<file path="config.mk">
export PLATFORM = sky130hd
export DESIGN_NAME = pipe_skid_reg
export DESIGN_NICKNAME = d
export VERILOG_FILES = /design/src/rtl/pipe_pkg.sv /design/src/rtl/flopenr.sv /design/src/rtl/pipe_skid_reg.sv
export SDC_FILE = /design/constraint.sdc
export NUM_CORES = 1
export LEC_CHECK = 0
export CORE_ASPECT_RATIO = 1.5
export CORE_MARGIN = 3
export CORE_UTILIZATION = 40
export DETAILED_ROUTE_END_ITERATION = 10
export PLACE_DENSITY = 0.66
export RECOVER_POWER = 100
export SYNTH_ARGS = -nofsm -noshare
export SYNTH_HDL_FRONTEND = slang
export SYNTH_SLANG_ARGS = --single-unit
</file>
<file path="constraint.sdc">
create_clock -name clk -period 2.9 [get_ports clk]
set_input_delay 0.29 -clock clk [delete_from_list [all_inputs] [get_ports clk]]
set_output_delay 0.29 -clock clk [all_outputs]
set_load 0.05 [all_outputs]
</file>
<file path="src/rtl/pipe_pkg.sv">
// Shared definitions for the two-entry skid pipeline register.
//   PIPE_WIDTH   default data path width
//   pipe_state_e occupancy state of the skid register (EMPTY, ONE, TWO)
//   state_count  maps a state onto the number of held words
package pipe_pkg;

    localparam int unsigned PIPE_WIDTH = 64;

    typedef enum logic [1:0] {
        EMPTY = 2'd0,
        ONE   = 2'd1,
        TWO   = 2'd2
    } pipe_state_e;

    function automatic logic [1:0] state_count(input pipe_state_e st);
        logic [1:0] cnt;
        case (st)
            EMPTY:   cnt = 2'd0;
            ONE:     cnt = 2'd1;
            TWO:     cnt = 2'd2;
            default: cnt = 2'd0;
        endcase
        return cnt;
    endfunction

endpackage

</file>
<file path="src/rtl/flopenr.sv">
// WIDTH-bit register with synchronous active-high reset and load enable.
//   clk   rising-edge clock
//   reset synchronous reset, clears q to zero
//   en    load d into q on the next edge
//   d     next value
//   q     registered value
module flopenr #(
    parameter int unsigned WIDTH = 64
) (
    input  logic             clk,
    input  logic             reset,
    input  logic             en,
    input  logic [WIDTH-1:0] d,
    output logic [WIDTH-1:0] q
);

    // Storage: reset wins, otherwise load only when enabled.
    always_ff @(posedge clk) begin
        if (reset) begin
            q <= '0;
        end else if (en) begin
            q <= d;
        end else begin
            q <= q;
        end
    end

endmodule

</file>
<file path="src/rtl/pipe_skid_reg.sv">
// Two-entry skid pipeline register. Breaks the ready path between upstream
// and downstream while sustaining one word per cycle. out_data is always the
// main register; the skid register catches the word accepted while the
// downstream stalls.
//   clk       rising-edge clock
//   reset     synchronous active-high reset (priority over everything)
//   in_valid  / in_ready / in_data    upstream handshake
//   flush     synchronous discard of all held words
//   out_valid / out_ready / out_data  downstream handshake
//   count     number of held words (0..2)
module pipe_skid_reg
    import pipe_pkg::*;
#(
    parameter int unsigned WIDTH = PIPE_WIDTH
) (
    input  logic             clk,
    input  logic             reset,
    input  logic             in_valid,
    output logic             in_ready,
    input  logic [WIDTH-1:0] in_data,
    input  logic             flush,
    output logic             out_valid,
    input  logic             out_ready,
    output logic [WIDTH-1:0] out_data,
    output logic [1:0]       count
);

    pipe_state_e      state_r;
    pipe_state_e      next_state_s;
    logic             in_ready_r;
    logic             out_valid_r;
    logic [1:0]       count_r;
    logic             in_xfer_s;
    logic             out_xfer_s;
    logic             main_en_s;
    logic             skid_en_s;
    logic             main_sel_skid_s;
    logic [WIDTH-1:0] main_d_s;
    logic [WIDTH-1:0] main_q_s;
    logic [WIDTH-1:0] skid_q_s;

    assign in_xfer_s  = in_valid && in_ready_r;
    assign out_xfer_s = out_valid_r && out_ready;
    assign main_d_s   = main_sel_skid_s ? skid_q_s : in_data;

    assign in_ready  = in_ready_r;
    assign out_valid = out_valid_r;
    assign count     = count_r;
    assign out_data  = main_q_s;

    // Next state and register load controls; flush suppresses all loads.
    always_comb begin
        next_state_s    = state_r;
        main_en_s       = 1'b0;
        skid_en_s       = 1'b0;
        main_sel_skid_s = 1'b0;
        case (state_r)
            EMPTY: begin
                if (in_xfer_s) begin
                    main_en_s    = 1'b1;
                    next_state_s = ONE;
                end else begin
                    next_state_s = EMPTY;
                end
            end
            ONE: begin
                if (in_xfer_s && !out_xfer_s) begin
                    skid_en_s    = 1'b1;
                    next_state_s = TWO;
                end else if (!in_xfer_s && out_xfer_s) begin
                    next_state_s = EMPTY;
                end else if (in_xfer_s && out_xfer_s) begin
                    // Pass-through: the new word replaces the departing one.
                    main_en_s    = 1'b1;
                    next_state_s = ONE;
                end else begin
                    next_state_s = ONE;
                end
            end
            TWO: begin
                if (out_xfer_s) begin
                    main_en_s       = 1'b1;
                    main_sel_skid_s = 1'b1;
                    next_state_s    = ONE;
                end else begin
                    next_state_s = TWO;
                end
            end
            default: begin
                next_state_s = EMPTY;
            end
        endcase
        if (flush) begin
            next_state_s    = EMPTY;
            main_en_s       = 1'b0;
            skid_en_s       = 1'b0;
            main_sel_skid_s = 1'b0;
        end else begin
            next_state_s = next_state_s;
        end
    end

    // State register; handshake outputs are registered copies decoded from
    // the next state so they never depend combinationally on any input.
    always_ff @(posedge clk) begin
        if (reset) begin
            state_r     <= EMPTY;
            out_valid_r <= 1'b0;
            in_ready_r  <= 1'b1;
            count_r     <= 2'd0;
        end else begin
            state_r     <= next_state_s;
            out_valid_r <= (next_state_s != EMPTY);
            in_ready_r  <= (next_state_s != TWO);
            count_r     <= state_count(next_state_s);
        end
    end

    flopenr #(.WIDTH(WIDTH)) u_main (
        .clk   (clk),
        .reset (reset),
        .en    (main_en_s),
        .d     (main_d_s),
        .q     (main_q_s)
    );

    flopenr #(.WIDTH(WIDTH)) u_skid (
        .clk   (clk),
        .reset (reset),
        .en    (skid_en_s),
        .d     (in_data),
        .q     (skid_q_s)
    );

endmodule

</file>
==> summary.txt <==
GRT
  • Pin count of the biggest net entering global routing: 101
  • Vias in the first global route: 5246
  • Grt total ovfl: 0
  • Initial antenna violation count: 0
  • Gr usage total: 19.9%
  • Global-route wire length before repair: 26300 µm

Synth
  • Number of synthesized flops with an enable pin: 0
  • Synth Warn #: 0
  • Post-synthesis area per instance: 8.55 µm²
  • Cell variety after synth: 29
  • Register bit total from synthesis: 134
  • Register area share after synthesis: 46.3%
  • Syn_nets: 748
  • Primary FF master, synth: dfxtp_1
  • Async set or reset register ratio after synthesis: 0%
  • Mapped cell area: 5790 µm²
  • Cells after synthesis: 677

Power
  • Leakage: 2.90 nW
  • Pint: 3.51 mW
  • Gate power share: 14.9%
  • Sequential share of power: 41.3%
  • Clk pwr share: 43.8%
  • Net Sw Power: 1.26 mW
  • Pwr dens: 615 nW/µm²
  • Sw frac: 26.5%
  • Max IR drop VDD: 0.348 mV

STA
  • Fin Setup TNS: 0 ps
  • Max Slew Vio Count: 0
  • RSZ-0062 raised after global routing: no
  • Fin crit share: 83.5%
  • Final count of hold timing violations: 0
  • Period minus WS final: 2420 ps
  • Final setup fails: 0
  • Slew headroom: 32.6%
  • Fmax: 413 MHz
  • Clk_skew: 6.46 ps
  • Worst slew pin tran: 1010 ps

Layout
  • Finished Cell Area: 7760 µm²
  • Inserted Diodes: 0
  • Share of layout cells above drive strength 1: 6.46%
  • Area of the multi-input gates: 2560 µm²
  • Register area: 2680 µm²
  • Area grow syn2layout: 34.0%
  • Final #Nets: 847
  • Fillers: 1291

CTS
  • Clk Tree Root Cell: clkbuf_16
  • Clock transition at path regs: 50 ps
  • H-Tree Depth: 4
  • CTS Sinks: 134
  • PostCTS Resize Cnt: 0
  • Post-CTS Setup Repair Bufs: 0
  • Clock Latency Late Sink: 410 ps
  • Clock Path Buffers: 2
  • Num CTS Buffers: 17
  • Hold-fix buffer count after cts: 0
  • TritonCTS clock tree: done

Setup path
  • Crit start category: register
  • Arr. time, crit path: 2720 ps
  • Crit Path Max Fanout: 30
  • Crit-path cells: and4b_4 -> or3_2 -> clkbuf_2 -> o221a_2
  • Critical path's largest stage delay: 550 ps
  • CP endpoint kind: register
  • Crit Path Category: reg2reg
  • Critical Path RT: 3190 ps
  • Critical path buffers and inverters: 1
  • Critical path's top delay family: simple AND/OR/NAND/NOR gates
  • Crit-path slowest cell: dfxtp_1

Placed design
  • Port buffer count: 136
  • Post-DP Area: 7200 µm²
  • Final RePlAce weighted congestion: 0.752
  • HPWL after DPL: 9930 µm

Drt
  • # DRC: 0
  • Drt wl/cell: 16.2 µm
  • Starting DRT DRC Count: 351
  • Drt via density: 5.51
  • First-pass DRT Iterations: 5
  • Post-route ant nets: 0
  • Total number of vias: 5405
  • Drt total wl: 15900 µm

Floorplan
  • Die W: 104 µm
  • # IOs: 137
  • Area of the core: 14100 µm²
  • Cell row count: 53
  • DIE HEIGHT: 153 µm
  • Die area: 16000 µm²
  • Initial Utilization: 41.0%

Min path
  • Hold Crit Class: in2reg

Job
  • MaxCap Viol Count: 0

Run status
  • Status: completed
## layer usage
metal  wire length [µm]  share of wire [%]  global-route usage [%]  vias up
met5                  0                  0                       0        -
met4                282                1.8                    7.29        0
met3                938                5.9                    5.15       17
met2               7980                 50                    33.8      173
met1               6670                 42                    24.4     2604
li1                   -                  -                       -     2611
## registers in the layout, summed over array words and instances (netlist names)
register   count
u_skid.q      64
state_r        2
count          2
out_valid      1
u_main.q      64
in_ready       1
## synthesized netlist by cell type (2+ instances only)
library cell / instances / share of area, %
a211oi_1: 2 / 0.26
a21oi_1: 68 / 5.9
a221oi_1: 62 / 9.4
and3b_1: 2 / 0.30
buf_1: 8 / 0.52
buf_2: 8 / 0.69
buf_6: 8 / 1.6
clkbuf_1: 43 / 2.8
dfxtp_1: 134 / 46
ha_1: 2 / 0.43
inv_1: 65 / 4.2
nand2_1: 130 / 8.4
nor2_1: 63 / 4.1
nor3_1: 2 / 0.17
nor4b_1: 2 / 0.30
o2111a_1: 2 / 0.39
o221a_1: 60 / 12
o221a_2: 2 / 0.39
or3_1: 3 / 0.32
or4_1: 2 / 0.26
## power groups by stage
stage | clock, mW | sequential [mW] | combinational (mW)
finish | 2.09 | 1.97 | 0.713
global route | 2.22 | 1.98 | 0.762
CTS | 2.13 | 1.97 | 0.741
detailed placement | 0 | 2.01 | 0.737
global placement | 0 | 2.01 | 0.724
floorplan | 0 | 2.20 | 0.262
## per-stage QoR
step	std cells	total power [mW]	hold WS [ps]	worst slack (ps)	util (%)
2_1_floorplan	677	2.46	426	865	-
3_3_place_gp	949	2.73	442	476	51.0
3_5_place_dp	949	2.75	447	435	51.0
4_1_cts	981	4.85	346	755	55.1
5_1_grt	981	4.96	373	354	54.9
6_report	981	4.77	355	478	54.9
## path summary, 6_finish.rpt
path                startpoint           end  slack, ps  cells after the start
setup / recovery    state_r[0]  u_main.q[36]        480                      4
hold / removal           flush     out_valid        360                      2
setup reg to reg    state_r[0]  u_main.q[36]        480                      4
hold reg to reg   u_skid.q[49]  u_skid.q[49]        450                      2
## placed cells by master, fill, tap and decap left out, drive strengths merged
cell	Yosys	routed
clkinv	0	7
o2111a	2	2
nor4b	2	2
or4	2	2
bufinv	0	2
and4b	1	1
and2	1	1
clkinvlp	0	1
a221oi	62	62
a21oi	68	68
nand4bb	1	1
clkbuf	43	26
o221a	62	62
buf	24	9
nand3b	1	1
or3b	1	1
dfxtp	134	134
nor2	63	63
inv	65	65
dlygate4sd3	0	68
clkdlybuf4s50	0	66
nand2	130	130
or4b	1	1
or3	3	3
ha	2	2
nor4bb	2	2
a211o	1	1
nor3	2	2
a211oi	2	2
and3b	2	2
## kinds of logic (layout without fill, tap and decap cells)
group	Yosys count	in the layout	synth area share, %
AND/OR/NAND/NOR	212	212	15.3
AO/OA/AOI/OAI	197	197	28.1
flip-flops	134	134	46.3
buffers and inverters	132	244	9.77
adder cells (fa/ha/maj)	2	2	0.432
## worst register-to-register path: stages (launching register included)
cell      delay (ps)
dfxtp_1          550
and4b_4          390
or3_2            520
clkbuf_2         430
o221a_2          410
## layout make-up
cell class | instances | area share, %
multi-input combinational | 411 | 33.0
clock buffer | 22 | 6.11
inverter | 65 | 3.15
timing repair buffer | 147 | 18.7
clock inverter | 10 | 1.32
tap | 192 | 3.10
sequential | 134 | 34.6
(Power assumes the default switching activity.)
